<file path="src/rtl/id_ex_stage_if.sv">
// Decode/hazard-unit side of the ID/EX register: D-stage operands and controls in,
// ALU operands and EX control bundle out.
interface id_ex_stage_if #(parameter int XLEN = 32);
  logic            StallE;
  logic            FlushE;
  logic [XLEN-1:0] RD1D;
  logic [XLEN-1:0] RD2D;
  logic [XLEN-1:0] ImmExtD;
  logic [XLEN-1:0] PCD;
  logic [XLEN-1:0] PCPlus4D;
  logic [4:0]      Rs1D;
  logic [4:0]      Rs2D;
  logic [4:0]      RdD;
  logic [2:0]      ALUCtrlD;
  logic            ALUSrcD;
  logic            RegWriteD;
  logic            MemWriteD;
  logic            JumpD;
  logic            BranchD;
  logic [1:0]      ResultSrcD;
  logic [1:0]      ForwardAE;
  logic [1:0]      ForwardBE;
  logic [XLEN-1:0] ALUResultM;
  logic [XLEN-1:0] ResultW;

  logic [XLEN-1:0] SrcAE;
  logic [XLEN-1:0] SrcBE;
  logic [2:0]      ALUCtrlE;
  logic [XLEN-1:0] WriteDataE;
  logic [XLEN-1:0] PCTargetE;
  logic [XLEN-1:0] PCPlus4E;
  logic [4:0]      Rs1E;
  logic [4:0]      Rs2E;
  logic [4:0]      RdE;
  logic            RegWriteE;
  logic            MemWriteE;
  logic            JumpE;
  logic            BranchE;
  logic            ValidE;
  logic [1:0]      ResultSrcE;

  modport master (
    output StallE, FlushE, RD1D, RD2D, ImmExtD, PCD, PCPlus4D, Rs1D, Rs2D, RdD,
           ALUCtrlD, ALUSrcD, RegWriteD, MemWriteD, JumpD, BranchD, ResultSrcD,
           ForwardAE, ForwardBE, ALUResultM, ResultW,
    input  SrcAE, SrcBE, ALUCtrlE, WriteDataE, PCTargetE, PCPlus4E, Rs1E, Rs2E, RdE,
           RegWriteE, MemWriteE, JumpE, BranchE, ValidE, ResultSrcE
  );

  modport slave (
    input  StallE, FlushE, RD1D, RD2D, ImmExtD, PCD, PCPlus4D, Rs1D, Rs2D, RdD,
           ALUCtrlD, ALUSrcD, RegWriteD, MemWriteD, JumpD, BranchD, ResultSrcD,
           ForwardAE, ForwardBE, ALUResultM, ResultW,
    output SrcAE, SrcBE, ALUCtrlE, WriteDataE, PCTargetE, PCPlus4E, Rs1E, Rs2E, RdE,
           RegWriteE, MemWriteE, JumpE, BranchE, ValidE, ResultSrcE
  );
endinterface

</file>
<file path="src/rtl/id_ex_stage.sv">
// ID/EX pipeline register with stall/flush, forwarding muxes for the ALU operands
// and the branch/jump target adder.
module id_ex_stage #(parameter int XLEN = 32) (
  input logic          clk,
  input logic          rst,
  id_ex_stage_if.slave bus
);

  typedef struct packed {
    logic [XLEN-1:0] rd1;
    logic [XLEN-1:0] rd2;
    logic [XLEN-1:0] imm;
    logic [XLEN-1:0] pc;
    logic [XLEN-1:0] pc_plus4;
    logic [4:0]      rs1;
    logic [4:0]      rs2;
    logic [4:0]      rd;
    logic [2:0]      alu_ctrl;
    logic            alu_src;
    logic            reg_write;
    logic            mem_write;
    logic            jump;
    logic            branch;
    logic [1:0]      result_src;
    logic            valid;
  } ex_regs_t;

  ex_regs_t        q;
  ex_regs_t        d;
  logic [XLEN-1:0] fwd_a;
  logic [XLEN-1:0] fwd_b;

  always_comb begin
    d            = '0;
    d.rd1        = bus.RD1D;
    d.rd2        = bus.RD2D;
    d.imm        = bus.ImmExtD;
    d.pc         = bus.PCD;
    d.pc_plus4   = bus.PCPlus4D;
    d.rs1        = bus.Rs1D;
    d.rs2        = bus.Rs2D;
    d.rd         = bus.RdD;
    d.alu_ctrl   = bus.ALUCtrlD;
    d.alu_src    = bus.ALUSrcD;
    d.reg_write  = bus.RegWriteD;
    d.mem_write  = bus.MemWriteD;
    d.jump       = bus.JumpD;
    d.branch     = bus.BranchD;
    d.result_src = bus.ResultSrcD;
    d.valid      = 1'b1;
  end

  // A bubble is the all-zero record, so flush wins even when stall is also set.
  always_ff @(posedge clk or posedge rst) begin
    if (rst) begin
      q <= '0;
    end else if (bus.FlushE) begin
      q <= '0;
    end else if (!bus.StallE) begin
      q <= d;
    end
  end

  // Select 11 is reserved and falls back to the registered operand.
  always_comb begin
    fwd_a = q.rd1;
    case (bus.ForwardAE)
      2'b10:   fwd_a = bus.ALUResultM;
      2'b01:   fwd_a = bus.ResultW;
      default: fwd_a = q.rd1;
    endcase
  end

  always_comb begin
    fwd_b = q.rd2;
    case (bus.ForwardBE)
      2'b10:   fwd_b = bus.ALUResultM;
      2'b01:   fwd_b = bus.ResultW;
      default: fwd_b = q.rd2;
    endcase
  end

  assign bus.SrcAE      = fwd_a;
  assign bus.SrcBE      = q.alu_src ? q.imm : fwd_b;
  assign bus.WriteDataE = fwd_b;
  assign bus.PCTargetE  = q.pc + q.imm;
  assign bus.PCPlus4E   = q.pc_plus4;
  assign bus.ALUCtrlE   = q.alu_ctrl;
  assign bus.Rs1E       = q.rs1;
  assign bus.Rs2E       = q.rs2;
  assign bus.RdE        = q.rd;
  assign bus.RegWriteE  = q.reg_write;
  assign bus.MemWriteE  = q.mem_write;
  assign bus.JumpE      = q.jump;
  assign bus.BranchE    = q.branch;
  assign bus.ValidE     = q.valid;
  assign bus.ResultSrcE = q.result_src;

endmodule

</file>
<file path="src/flat_wrapper.sv">
// flat-port wrapper written by rule: the top's interface ports become plain ports
module id_ex_stage_flat 
#(parameter int XLEN = 32)
  (clk, rst, bus_StallE, bus_FlushE, bus_RD1D, bus_RD2D, bus_ImmExtD, bus_PCD, bus_PCPlus4D, bus_Rs1D, bus_Rs2D, bus_RdD, bus_ALUCtrlD, bus_ALUSrcD, bus_RegWriteD, bus_MemWriteD, bus_JumpD, bus_BranchD, bus_ResultSrcD, bus_ForwardAE, bus_ForwardBE, bus_ALUResultM, bus_ResultW, bus_SrcAE, bus_SrcBE, bus_ALUCtrlE, bus_WriteDataE, bus_PCTargetE, bus_PCPlus4E, bus_Rs1E, bus_Rs2E, bus_RdE, bus_RegWriteE, bus_MemWriteE, bus_JumpE, bus_BranchE, bus_ValidE, bus_ResultSrcE);
  id_ex_stage_if #(.XLEN(XLEN)) bus_i ();
  input logic clk;
  input logic rst;
  input wire logic [$bits(bus_i.StallE)-1:0] bus_StallE;
  input wire logic [$bits(bus_i.FlushE)-1:0] bus_FlushE;
  input wire logic [$bits(bus_i.RD1D)-1:0] bus_RD1D;
  input wire logic [$bits(bus_i.RD2D)-1:0] bus_RD2D;
  input wire logic [$bits(bus_i.ImmExtD)-1:0] bus_ImmExtD;
  input wire logic [$bits(bus_i.PCD)-1:0] bus_PCD;
  input wire logic [$bits(bus_i.PCPlus4D)-1:0] bus_PCPlus4D;
  input wire logic [$bits(bus_i.Rs1D)-1:0] bus_Rs1D;
  input wire logic [$bits(bus_i.Rs2D)-1:0] bus_Rs2D;
  input wire logic [$bits(bus_i.RdD)-1:0] bus_RdD;
  input wire logic [$bits(bus_i.ALUCtrlD)-1:0] bus_ALUCtrlD;
  input wire logic [$bits(bus_i.ALUSrcD)-1:0] bus_ALUSrcD;
  input wire logic [$bits(bus_i.RegWriteD)-1:0] bus_RegWriteD;
  input wire logic [$bits(bus_i.MemWriteD)-1:0] bus_MemWriteD;
  input wire logic [$bits(bus_i.JumpD)-1:0] bus_JumpD;
  input wire logic [$bits(bus_i.BranchD)-1:0] bus_BranchD;
  input wire logic [$bits(bus_i.ResultSrcD)-1:0] bus_ResultSrcD;
  input wire logic [$bits(bus_i.ForwardAE)-1:0] bus_ForwardAE;
  input wire logic [$bits(bus_i.ForwardBE)-1:0] bus_ForwardBE;
  input wire logic [$bits(bus_i.ALUResultM)-1:0] bus_ALUResultM;
  input wire logic [$bits(bus_i.ResultW)-1:0] bus_ResultW;
  output wire logic [$bits(bus_i.SrcAE)-1:0] bus_SrcAE;
  output wire logic [$bits(bus_i.SrcBE)-1:0] bus_SrcBE;
  output wire logic [$bits(bus_i.ALUCtrlE)-1:0] bus_ALUCtrlE;
  output wire logic [$bits(bus_i.WriteDataE)-1:0] bus_WriteDataE;
  output wire logic [$bits(bus_i.PCTargetE)-1:0] bus_PCTargetE;
  output wire logic [$bits(bus_i.PCPlus4E)-1:0] bus_PCPlus4E;
  output wire logic [$bits(bus_i.Rs1E)-1:0] bus_Rs1E;
  output wire logic [$bits(bus_i.Rs2E)-1:0] bus_Rs2E;
  output wire logic [$bits(bus_i.RdE)-1:0] bus_RdE;
  output wire logic [$bits(bus_i.RegWriteE)-1:0] bus_RegWriteE;
  output wire logic [$bits(bus_i.MemWriteE)-1:0] bus_MemWriteE;
  output wire logic [$bits(bus_i.JumpE)-1:0] bus_JumpE;
  output wire logic [$bits(bus_i.BranchE)-1:0] bus_BranchE;
  output wire logic [$bits(bus_i.ValidE)-1:0] bus_ValidE;
  output wire logic [$bits(bus_i.ResultSrcE)-1:0] bus_ResultSrcE;
  assign bus_i.StallE = bus_StallE;
  assign bus_i.FlushE = bus_FlushE;
  assign bus_i.RD1D = bus_RD1D;
  assign bus_i.RD2D = bus_RD2D;
  assign bus_i.ImmExtD = bus_ImmExtD;
  assign bus_i.PCD = bus_PCD;
  assign bus_i.PCPlus4D = bus_PCPlus4D;
  assign bus_i.Rs1D = bus_Rs1D;
  assign bus_i.Rs2D = bus_Rs2D;
  assign bus_i.RdD = bus_RdD;
  assign bus_i.ALUCtrlD = bus_ALUCtrlD;
  assign bus_i.ALUSrcD = bus_ALUSrcD;
  assign bus_i.RegWriteD = bus_RegWriteD;
  assign bus_i.MemWriteD = bus_MemWriteD;
  assign bus_i.JumpD = bus_JumpD;
  assign bus_i.BranchD = bus_BranchD;
  assign bus_i.ResultSrcD = bus_ResultSrcD;
  assign bus_i.ForwardAE = bus_ForwardAE;
  assign bus_i.ForwardBE = bus_ForwardBE;
  assign bus_i.ALUResultM = bus_ALUResultM;
  assign bus_i.ResultW = bus_ResultW;
  assign bus_SrcAE = bus_i.SrcAE;
  assign bus_SrcBE = bus_i.SrcBE;
  assign bus_ALUCtrlE = bus_i.ALUCtrlE;
  assign bus_WriteDataE = bus_i.WriteDataE;
  assign bus_PCTargetE = bus_i.PCTargetE;
  assign bus_PCPlus4E = bus_i.PCPlus4E;
  assign bus_Rs1E = bus_i.Rs1E;
  assign bus_Rs2E = bus_i.Rs2E;
  assign bus_RdE = bus_i.RdE;
  assign bus_RegWriteE = bus_i.RegWriteE;
  assign bus_MemWriteE = bus_i.MemWriteE;
  assign bus_JumpE = bus_i.JumpE;
  assign bus_BranchE = bus_i.BranchE;
  assign bus_ValidE = bus_i.ValidE;
  assign bus_ResultSrcE = bus_i.ResultSrcE;
  id_ex_stage #(.XLEN(XLEN)) u_core (.clk(clk), .rst(rst), .bus(bus_i));
endmodule
</file>
<file path="config.mk">
export PLATFORM = sky130hd
export DESIGN_NAME = id_ex_stage_flat
export DESIGN_NICKNAME = d
export VERILOG_FILES = /design/src/rtl/id_ex_stage_if.sv /design/src/rtl/id_ex_stage.sv /design/src/flat_wrapper.sv
export SDC_FILE = /design/constraint.sdc
export NUM_CORES = 1
export LEC_CHECK = 0
export CAP_MARGIN = 10
export CORE_AREA = 2 2 171 173
export DETAILED_ROUTE_END_ITERATION = 7
export DIE_AREA = 0 0 173 175
export DONT_BUFFER_PORTS = 1
export SYNTH_ARGS = -nofsm -noshare
export SYNTH_HDL_FRONTEND = slang
export SYNTH_SLANG_ARGS = --single-unit
</file>
<file path="constraint.sdc">
create_clock -name clk -period 11.3 [get_ports clk]
set_input_delay 0.565 -clock clk [delete_from_list [all_inputs] [get_ports clk]]
set_output_delay 0.565 -clock clk [all_outputs]
set_load 0.02 [all_outputs]
</file>
# After elaboration in Yosys (flattened, before gate mapping)
# Cells that the tools add are included.
op_classes:
  add_sub_neg: 1
  n_mul: 0
  div_mod_pow: 0
  n_lt_le_gt_ge: 0
  n_eq_ne: 5
  n_shift: 0
  muxes: 5
  n_bitwise: 0
  reduce_logical: 0
op_table:
  columns: ["cell", "n"]
  rows:
  - ["186-bit 2-to-1 mux", 2]
  - ["32-bit case mux with 2 select lines", 2]
  - ["32-bit adder", 1]
  - ["32-bit 2-to-1 mux", 1]
  - ["2-bit by 1-bit equality test with 1-bit output, second input constant", 2]
  - ["2-bit equality test, second input constant", 2]
  - ["2-bit by 1-bit inequality test with 1-bit output, second input constant", 1]
word_totals:
  regBits: 186
  latchBits: 0
  ramBits: 0
  rom_bits: 0
  input_bits: 257
  output_inout_bits: 185
  wordCells: 27
  memories: 0

# Logic depth before layout (Yosys ltp)
depth:
  word_depth: 3
  ltp_mapped: 9
  ltp_nobuf: 9

# Least setup slack after synthesis
# OpenSTA, ideal clock, no wires.
synth_path:
  kind: "reg-to-output"
  from: "register u_core.q[58] (netlist bit)"
  to: "output port bus_PCTargetE[28]"
  arrival_ns: 2.390
  t_required_ns: 10.735
  slack_ns: 8.345
  stages_incl_launch_ff: 10
  n_path_buf: 0
  path_cell_list: "dfrtp_1 > ha_1 > fa_1 > a21oi_1 > o211a_1 > o311ai_0 > a221oi_2 > o21ai_1 > a31oi_1 > xnor2_1"
synth_between:
  elab_chain_cells: 1
synth_rtl:
  columns: ["item", "line_no", "text"]
  rows:
  - ["start, declared", "id_ex_stage.sv:28", "ex_regs_t q;"]
  - ["start signal, assigned", "id_ex_stage.sv:56", "q <= '0;"]
  - ["start signal, assigned", "id_ex_stage.sv:58", "q <= '0;"]
  - ["start signal, assigned", "id_ex_stage.sv:60", "q <= d;"]
  - ["32-bit adder", "id_ex_stage.sv:86", "assign bus.PCTargetE = q.pc + q.imm;"]
  - ["end, declared", "flat_wrapper.sv:33", "output wire logic [$bits(bus_i.PCTargetE)-1:0] bus_PCTargetE;"]
# No other way between the ends.

# Worst setup path in the final report
layout_path:
  from: "register u_core.q[90] (netlist bit)"
  to: "output port bus_PCTargetE[28]"
# Same word-level chain as after synthesis.

==> impl_metrics.tcl <==
set metrics [dict create \
    clock_latency_ps 430 \
    max-cap-violations 0 \
    synth.avg_cell_area_um2 9.578 \
    clock_skew_ps 0 \
    grt_pass1_vias 8416 \
    ys_seq_area_share_pct 41.82 \
    setup_viol 0 \
    ir_drop_v 0.0001364 \
    max_slew_margin_pct 18.19 \
    die-area_um2 30280 \
    vias 8373 \
    cts_tree "yes" \
    core_um2 28390 \
    detail-route-antenna-nets 0 \
    fin_crit_sh_pct 36.42 \
    crit_required_ps 10740 \
    power_leakage_uw 0.005679 \
    fmax_mhz 243.0 \
    crit_path_end_kind "primary output" \
    crit_family "compound AO/OA/AOI/OAI gates" \
    synth_cell_types 49 \
    place_congestion 0.9108 \
    cpPeakStageDelay_ps 690 \
    final_area_um2 11630 \
    dr.pass1.iters 6 \
    power_density_nw_per_um2 145.6 \
    critPathBufInv 0 \
    arrival_ps 3550 \
    fin_total_pwr_uw 1694 \
    hold_ws_ps 105.7 \
    vias_per_cell 5.735 \
    status "completed" \
    grt_usage_pct 23.74 \
    crit_path_start_kind "register" \
    clock_sinks 186 \
    layout_commonest_cell "nor2_1" \
    antenna_found_initial 4 \
    synth_async_sr_flop_share_pct 100.0 \
    wl_um 36800 \
    hp-class "in -> async" \
    syn_to_final_growth_pct 4.509 \
    maxSlewViolCount 0 \
    cts_buffers 17 \
    synth_cells 1162 \
    clk_root_buffer_cell "clkbuf_16" \
    htree_levels 4 \
    die_height_um 175 \
    io_pins 442 \
    drc_errors 0 \
    fin_setup_tns_ps 0 \
    critical_path_class "reg -> out" \
    period_needed_ps 4115 \
    place_area_um2 10950 \
    io_buffers 0 \
    hold_viol_final 0 \
    cts_resized 0 \
    cts_setup_buffers 0 \
    grt_pass1_wl_um 54340 \
    yosysWarnings 0 \
    clockBufferDepth 2 \
    nets 1353 \
    die_w_um 173 \
    grt_overflow 0 \
    hpwl_um 26990 \
    holdBufCountCts 0 \
    synth-seq-cells 186 \
    syn_area_um2 11130 \
    synth_ff_type "dfrtp_1" \
    rsz0062_at_grt "false" \
    routedWlPerCell_um 25.21 \
    mostFrequentLayoutCells "nor2_1 (199), mux2i_1 (185), dfrtp_1 (185)" \
    rows 62 \
    synth_fp_nets 1455 \
    layout-drive-gt1-share_pct 7.829 \
    synth_edf_count 0 \
    worstPathMaxFanout 4 \
    crit_path_top_delay_cell "o311ai_0" \
    path_clk_slew_ps 90 \
    initial_utilization_pct 39.20 \
    worst_pin_slew_ps 1214 \
    cp_cell_sequence "ha_1 -> fa_1 -> a21oi_1 -> o211a_1 -> o311ai_0 -> a221oi_2 -> o21ai_1 -> a31oi_1 -> xnor2_1" \
    grt_max_degree 187 \
    drt-initial-drc-count 687 \
]
power breakdown:
part | internal (µW) | total [µW] | switching (µW)
clock network | 311 | 643 | 332
logic | 95.0 | 300 | 205
registers | 702 | 751 | 48.4
total | 1110 | 1690 | 585
flip-flops by register name, indices dropped and copies added, names as in the netlist:
name                   flops
u_core.q                 129
u_core.bus.PCPlus4E       32
u_core.bus.RdE             5
u_core.bus.Rs1E            5
u_core.bus.Rs2E            5
u_core.bus.ALUCtrlE        3
u_core.bus.ResultSrcE      2
u_core.bus.BranchE         1
u_core.bus.JumpE           1
u_core.bus.MemWriteE       1
u_core.bus.RegWriteE       1
u_core.bus.ValidE          1
synthesized netlist by cell type (2+ instances only):
cell / count / area share (%)
a211oi_1: 4 / 0.27
a21boi_0: 2 / 0.13
a21o_1: 8 / 0.54
a21oi_1: 29 / 1.3
a221oi_1: 2 / 0.16
a22oi_1: 64 / 4.3
a31oi_1: 3 / 0.17
and2_1: 3 / 0.17
and3_1: 6 / 0.34
buf_1: 18 / 0.61
buf_2: 2 / 0.090
buf_4: 53 / 3.6
buf_6: 4 / 0.40
clkbuf_1: 54 / 1.8
dfrtp_1: 186 / 42
ha_1: 35 / 3.9
inv_1: 13 / 0.44
mux2_2: 32 / 3.2
mux2i_1: 185 / 17
nand2_1: 87 / 2.9
nand3_1: 14 / 0.63
nand4_1: 5 / 0.28
nor2_1: 199 / 6.7
nor2b_1: 4 / 0.22
nor3_1: 7 / 0.31
o211ai_1: 2 / 0.13
o21a_1: 3 / 0.20
o21ai_0: 77 / 3.5
o21bai_1: 5 / 0.34
o221ai_1: 2 / 0.16
o311ai_0: 3 / 0.24
o31ai_1: 5 / 0.34
xnor2_1: 17 / 1.3
xor2_1: 14 / 1.1
per-stage QoR:
stage / utilization (%) / worst slack (ps) / instances
finish: 40.97 / 7185 / 1460
global route: 40.96 / 7069 / 1459
CTS: 40.79 / 7206 / 1455
detailed placement: 38.58 / 7715 / 1423
global placement: 38.52 / 7557 / 1420
floorplan: - / 5678 / 1162
worst reg2reg max path, cell delays in order, from the launching register on:
cell and delay, ps:
dfrtp_2 1040, mux2i_1 180, nor2_1 130
cell type report:
class | instances | area [µm²]
antenna | 3 | 7.507
clock buffer | 18 | 439.2
clock inverter | 14 | 188.9
fill | 2826 | 16760
inverter | 13 | 56.30
multi-input combinational | 831 | 5698
sequential | 186 | 4656
tap | 384 | 480.5
timing repair buffer | 11 | 105.1
cells by family (layout without fill, tap and decap cells):
logic type	after synthesis	count (layout)	synth area share, %
other cells	0	3	0
xor+xnor	31	31	2.440
fa+ha+maj	36	36	4.115
compound gates	217	217	12.84
buf+inv	145	56	7.004
simple gates	330	330	11.91
flops	186	186	41.82
mux	217	217	19.88
path summary, 6_finish.rpt:
path | from | endpoint | slack, ps | depth (start not counted)
hold / removal | rst | u_core.bus.Rs2E[0]$_DFFE_PP0P_ | 110 | 1
min in group clk | bus_FlushE | u_core.q[176]$_DFFE_PP0P_ | 210 | 1
max in group asynchronous | rst | u_core.q[59]$_DFFE_PP0P_ | 9630 | 2
hold reg to reg | u_core.q[163]$_DFFE_PP0P_ | u_core.q[163]$_DFFE_PP0P_ | 530 | 2
setup reg to reg | u_core.q[7]$_DFFE_PP0P_ | u_core.q[7]$_DFFE_PP0P_ | 9880 | 2
setup / recovery | u_core.q[90]$_DFFE_PP0P_ | bus_PCTargetE[28] | 7180 | 9
routing by layer:
metal	global-route usage (%)	wire length, µm	vias up
li1	-	-	3804
met1	28.30	14100	4106
met2	39.37	18150	400
met3	7.898	3299	59
met4	9.887	1214	4
met5	0	34	-
(Power assumes the default switching activity.)
